File: config.mk
export PLATFORM = sky130hd
export DESIGN_NAME = mway_stage
export DESIGN_NICKNAME = d
export VERILOG_FILES = /design/src/rtl/mway_stage.sv
export SDC_FILE = /design/constraint.sdc
export NUM_CORES = 1
export LEC_CHECK = 0
export CAP_MARGIN = 15
export CORE_MARGIN = 10
export CORE_UTILIZATION = 55
export DETAILED_ROUTE_END_ITERATION = 10
export PLACE_DENSITY = 0.84
export SLEW_MARGIN = 25
export SYNTH_ARGS = -nofsm -noshare
export SYNTH_HDL_FRONTEND = slang
export SYNTH_SLANG_ARGS = --single-unit
File: constraint.sdc
create_clock -name clk_i -period 8.3 [get_ports clk_i]
set_input_delay 1.245 -clock clk_i [delete_from_list [all_inputs] [get_ports clk_i]]
set_output_delay 1.245 -clock clk_i [all_outputs]
set_load 0.01 [all_outputs]
File: src/rtl/mway_stage.sv
// mway_stage: one level of a pipelined multi-way search tree.
// Reads a node of sorted keys, picks a branch and extends the address.
module mway_stage #(
    parameter int A_WIDTH   = 8,
    parameter int D_WIDTH   = 16,
    parameter int BR_BITS   = 2,
    parameter int STAGE_NUM = 1,
    parameter int OPT_LEVEL = 0
) (
    input  logic                                  clk_i,
    input  logic                                  rst_i,
    input  logic                                  wr_en_i,
    input  logic [A_WIDTH-1:0]                    wr_addr_i,
    input  logic [(2**BR_BITS-1)*D_WIDTH-1:0]     wr_data_i,
    input  logic                                  lookup_en_i,
    input  logic [A_WIDTH-1:0]                    lookup_addr_i,
    input  logic [D_WIDTH-1:0]                    lookup_data_i,
    input  logic                                  lookup_hit_i,
    output logic                                  lookup_en_o,
    output logic [A_WIDTH-1:0]                    lookup_addr_o,
    output logic [D_WIDTH-1:0]                    lookup_data_o,
    output logic                                  lookup_hit_o
);

    localparam int K     = 2**BR_BITS - 1;
    localparam int KW    = K * D_WIDTH;
    localparam int SA_W  = (STAGE_NUM == 0) ? 1 : BR_BITS * STAGE_NUM;
    localparam int NODES = 2**SA_W;

    logic [KW-1:0]      r_mem [NODES];

    logic               r1_en, r1_hit, r1_byp;
    logic [SA_W-1:0]    r1_node;
    logic [D_WIDTH-1:0] r1_data;
    logic [KW-1:0]      r1_wdata;

    logic               r2_en, r2_hit, r2_byp;
    logic [SA_W-1:0]    r2_node;
    logic [D_WIDTH-1:0] r2_data;
    logic [KW-1:0]      r2_wdata;
    logic [KW-1:0]      r2_rd;

    logic [KW-1:0]      w_keys;
    logic [BR_BITS-1:0] w_idx;
    logic               w_eq;
    logic [A_WIDTH-1:0] w_addr;
    logic               w_hit;

    logic               w_o_en, w_o_hit;
    logic [A_WIDTH-1:0] w_o_addr;
    logic [D_WIDTH-1:0] w_o_data;

    logic               r_o_en, r_o_hit;
    logic [A_WIDTH-1:0] r_o_addr;
    logic [D_WIDTH-1:0] r_o_data;

    logic               w_unused;
    assign w_unused = ^{wr_addr_i, lookup_addr_i, r2_node};

    // Node RAM write port; contents survive reset.
    always_ff @(posedge clk_i) begin
        if (wr_en_i) r_mem[wr_addr_i[SA_W-1:0]] <= wr_data_i;
    end

    // Capture lookup and decide same-cycle write bypass.
    always_ff @(posedge clk_i) begin
        if (rst_i) begin
            r1_en    <= 1'b0;
            r1_hit   <= 1'b0;
            r1_byp   <= 1'b0;
            r1_node  <= '0;
            r1_data  <= '0;
            r1_wdata <= '0;
        end else begin
            r1_en    <= lookup_en_i;
            r1_hit   <= lookup_hit_i;
            r1_byp   <= wr_en_i &&
                        (wr_addr_i[SA_W-1:0] == lookup_addr_i[SA_W-1:0]);
            r1_node  <= lookup_addr_i[SA_W-1:0];
            r1_data  <= lookup_data_i;
            r1_wdata <= wr_data_i;
        end
    end

    // Synchronous RAM read of the captured node.
    always_ff @(posedge clk_i) begin
        r2_rd <= r_mem[r1_node];
    end

    // Pipeline registers travelling alongside the RAM read.
    always_ff @(posedge clk_i) begin
        if (rst_i) begin
            r2_en    <= 1'b0;
            r2_hit   <= 1'b0;
            r2_byp   <= 1'b0;
            r2_node  <= '0;
            r2_data  <= '0;
            r2_wdata <= '0;
        end else begin
            r2_en    <= r1_en;
            r2_hit   <= r1_hit;
            r2_byp   <= r1_byp;
            r2_node  <= r1_node;
            r2_data  <= r1_data;
            r2_wdata <= r1_wdata;
        end
    end

    // Priority compare: lowest key not below the search value wins.
    always_comb begin
        w_keys = r2_byp ? r2_wdata : r2_rd;
        w_idx  = '1;
        w_eq   = 1'b0;
        for (int j = K - 1; j >= 0; j--) begin
            if (r2_data <= w_keys[j*D_WIDTH +: D_WIDTH]) begin
                w_idx = BR_BITS'(j);
                w_eq  = (r2_data == w_keys[j*D_WIDTH +: D_WIDTH]);
            end
        end
    end

    if (STAGE_NUM == 0) begin : g_root
        assign w_addr = A_WIDTH'(w_idx);
    end else begin : g_inner
        assign w_addr = A_WIDTH'({r2_node, w_idx});
    end

    assign w_hit = r2_en & (r2_hit | w_eq);

    if (OPT_LEVEL == 1) begin : g_opt
        logic               r3_en, r3_hit;
        logic [A_WIDTH-1:0] r3_addr;
        logic [D_WIDTH-1:0] r3_data;

        // Extra register after the compare for timing.
        always_ff @(posedge clk_i) begin
            if (rst_i) begin
                r3_en   <= 1'b0;
                r3_hit  <= 1'b0;
                r3_addr <= '0;
                r3_data <= '0;
            end else begin
                r3_en   <= r2_en;
                r3_hit  <= w_hit;
                r3_addr <= w_addr;
                r3_data <= r2_data;
            end
        end

        assign w_o_en   = r3_en;
        assign w_o_hit  = r3_hit;
        assign w_o_addr = r3_addr;
        assign w_o_data = r3_data;
    end else begin : g_comb
        assign w_o_en   = r2_en;
        assign w_o_hit  = w_hit;
        assign w_o_addr = w_addr;
        assign w_o_data = r2_data;
    end

    // Output register feeding the next stage.
    always_ff @(posedge clk_i) begin
        if (rst_i) begin
            r_o_en   <= 1'b0;
            r_o_hit  <= 1'b0;
            r_o_addr <= '0;
            r_o_data <= '0;
        end else begin
            r_o_en   <= w_o_en;
            r_o_hit  <= w_o_hit;
            r_o_addr <= w_o_addr;
            r_o_data <= w_o_data;
        end
    end

    assign lookup_en_o   = r_o_en;
    assign lookup_hit_o  = r_o_hit;
    assign lookup_addr_o = r_o_addr;
    assign lookup_data_o = r_o_data;

endmodule

==> results.py <==
metrics = {
    "yosys": {
        "postSynthCellCount": 833,
        "async_flop_share_pct": 0,
        "ys_seq_area_share_pct": 72.0,
        "yosys-top-cells-area": "edfxtp_1 42%, dfxtp_1 30%, mux4_2 7.8%",
        "yosys_register_bits": 400,
        "synth_top_area_share_pct": 41.8,
        "syn_area_um2": 13800,
        "synth.largest_area_cell": "edfxtp_1",
        "synthFlopType": "dfxtp_1",
        "synth-edff-count": 192,
        "synth_cell_types": 44,
        "ys_warn_count": 0,
        "avgSynthCellArea_um2": 16.6,
    },
    "layout": {
        "drive_gt1_share_pct": 13.0,
        "final_area_um2": 16300,
        "diodes": 0,
        "nFillCells": 1656,
        "nets": 1075,
        "syn_to_final_growth_pct": 18.3,
    },
    "power": {
        "intPower_mw": 3.29,
        "switching_share_pct": 20.5,
        "p_comb_share_pct": 6.0,
        "pwr-share-seq_pct": 53.5,
        "powerDensity_nw_per_um2": 253,
        "leakage_nw": 5.81,
        "power_switching_uw": 846,
        "clockPowerShare_pct": 40.6,
        "vdd_drop_max_v": 0.000174,
    },
    "timing": {
        "finalHoldViolCount": 0,
        "relSlewSlack_pct": 39.7,
        "fmax_ghz": 0.328,
        "fin_crit_sh_pct": 36.7,
        "worst_slew_pin_slew_ns": 0.904,
        "setup_viol": 0,
        "drv_slew": 0,
        "fin_worst_skew_ns": 0.0222,
        "rsz0062_at_grt": "false",
        "min_period_ns": 3.05,
        "setup_tns_ns": 0,
    },
    "place": {
        "gp_congestion": 0.760,
        "place_area_um2": 15100,
        "dpl.hpwl_mm": 15.9,
        "port_buffers": 94,
    },
    "worst_setup_path": {
        "critPathCaptureType": "flip-flop",
        "reg2reg_to": "lookup_addr_o[1]$_SDFF_PP0_",
        "worstSetupStartpointType": "flip-flop",
        "r2r_slack_ns": 5.25,
        "worst_ep_arrival_time_ns": 3.49,
        "r2r_start": "r2_byp$_SDFF_PP0_",
        "rr_worst_depth": 9,
        "critical_path_class": "reg2reg",
        "crit_required_ns": 8.74,
        "crit_fanout": 48,
    },
    "die": {
        "die_area_um2": 31800,
        "core_um2": 24500,
        "die-width_um": 178,
        "rows": 57,
        "dieHeight_um": 178,
        "boundaryPins": 111,
        "start_util_pct": 56.2,
    },
    "detailed_routing": {
        "drt_wl_total_mm": 26.6,
        "num_vias": 6886,
        "routed_via_density": 5.31,
        "antenna_left": 0,
        "detail_route.first_pass.iterations": 4,
        "drt_iter0_drc": 446,
        "wl_per_cell_um": 20.6,
        "route.detailed.drc": 0,
    },
    "worst_hold_path": {
        "hold_end": "r2_wdata[12]$_SDFF_PP0_",
        "min_path_type": "reg2reg",
        "hold_depth": 1,
        "hold_path.startpoint": "r1_wdata[12]$_SDFF_PP0_",
    },
    "clock_tree": {
        "hold_buffers": 0,
        "cts_buffers": 39,
        "root_buffer": "clkbuf_16",
        "h-tree-depth": 2,
        "ctsLongestPathBuffers": 3,
        "clk_pin_slew_worst_paths_ns": 0.06,
        "postCtsSetupBuffers": 0,
        "clock_sinks": 400,
        "cts_tree": "yes",
        "cts_resized": 0,
        "clock_latency_ns": 0.52,
    },
    "global_routing": {
        "grt_pass1_wl_mm": 40.4,
        "grt_pass1_vias": 7288,
        "antenna_found_initial": 3,
        "grt_max_degree": 95,
        "gr-total-overflow": 0,
        "grt_usage_pct": 16.7,
    },
    "flow_run": {
        "maxCapViolCount": 0,
    },
    "run_status": {
        "status": "complete, no violations",
    },
}
-- power by group through the flow --
stage	combinational, mW	sequential [mW]	clock, mW
finish	0.247	2.21	1.68
global route	0.271	2.22	1.79
CTS	0.247	2.21	1.71
detailed placement	0.245	2.25	0
global placement	0.231	2.25	0
floorplan	0.152	2.24	0
-- worst max-delay path by stage --
stage                            startpoint                           to  slack [ns]  depth (start not counted)
after global routing      r2_byp$_SDFF_PP0_  lookup_addr_o[1]$_SDFF_PP0_        5.13                          9
after floorplan                wr_addr_i[1]        r_mem[0][0]$_DFFE_PP_        2.98                          1
after global placement                rst_i  lookup_addr_o[0]$_SDFF_PP0_        5.16                          5
after detailed placement              rst_i  lookup_addr_o[0]$_SDFF_PP0_        5.14                          5
after CTS                 r2_byp$_SDFF_PP0_  lookup_addr_o[1]$_SDFF_PP0_        5.24                          9
final                     r2_byp$_SDFF_PP0_  lookup_addr_o[1]$_SDFF_PP0_        5.25                          9
-- Yosys cell counts (all sizes together) (2+ instances only) --
cell type / instances
buf: 16
a21oi: 22
o21a: 2
mux2i: 45
o211ai: 3
inv: 2
nand4: 9
dfxtp: 208
mux4: 48
nand3: 3
xor2: 2
clkbuf: 22
nand2: 15
nor2b: 158
nor2: 8
mux2: 3
o21ai: 4
ha: 48
edfxtp: 192
nor3: 4
-- worst max-delay path, stage by stage, from the launching register on --
cell and delay [ns]:
dfxtp_2 0.32, buf_4 0.70, mux2i_1 0.27, ha_1 0.38, nand4_2 0.18, nor4_2 0.40, a21boi_1 0.21, nand4b_1 0.17
and2_1 0.15, nor2b_1 0.19
-- state kept, by name, indices dropped and copies added, names as in the netlist, 2 cells and up --
name,flops
r2_wdata,48
r1_data,16
r1_wdata,48
r_mem,192
r2_rd,48
lookup_data_o,16
lookup_addr_o,4
r1_node,2
r2_node,2
r2_data,16
-- metrics by stage --
stage / cells / total power [mW] / utilization, % / setup slack, ns / hold slack [ns]
detailed placement: 1224 / 2.50 / 61.4 / 5.14 / 0.422
finish: 1296 / 4.13 / 66.5 / 5.25 / 0.432
floorplan: 836 / 2.39 / - / 2.98 / 0.414
global route: 1296 / 4.28 / 66.5 / 5.13 / 0.441
global placement: 1223 / 2.48 / 61.3 / 5.16 / 0.415
CTS: 1295 / 4.16 / 66.4 / 5.24 / 0.433
-- cell usage in the layout (no fill, tap or decap), types with 2 or more instances in the layout --
cell type          n
nor2b_1          158
buf_4              8
xor2_1             2
nand3_1            3
o211ai_1           2
dfxtp_1          205
inv_1              2
mux4_2            48
nor2_1             7
nand4_1            8
dfxtp_2            2
clkinv_2           6
clkbuf_8           3
clkinv_1           2
nor3_1             3
a21oi_1           22
mux2i_1           45
o21a_1             2
ha_1              48
mux2_2             3
clkbuf_1          17
clkdlybuf4s50_1   93
o21ai_0            4
nand2_1           15
conb_1             4
edfxtp_1         192
clkbuf_16         42
-- layer usage --
metal	track usage [%]	vias up	share of wire, %	routed length [um]
li1	-	3242	-	-
met1	19.9	3397	40	10600
met2	29.1	189	51	13600
met3	3.95	54	6.5	1740
met4	5.75	4	2.4	647
met5	0	-	0.10	27
-- cells by family after synthesis --
logic type | after synthesis | share of synthesized area [%]
mux | 96 | 11.3
compound gates | 38 | 1.63
other cells | 1 | 0.0272
buf+inv | 40 | 1.32
flops | 400 | 72.0
xor+xnor | 2 | 0.127
fa+ha+maj | 48 | 4.35
simple gates | 208 | 9.21
-- final cells by class --
cell class / instances / area, um2 / share of cell area (%)
clock buffers: 62 / 1160 / 7.08
well taps: 324 / 405 / 2.48
clock inverters: 9 / 67.6 / 0.414
repair buffers: 103 / 1040 / 6.36
multi-input cells: 396 / 3710 / 22.7
inverters: 2 / 7.51 / 0.0460
flip-flops and latches: 400 / 9940 / 60.9
(Power assumes the default switching activity.)
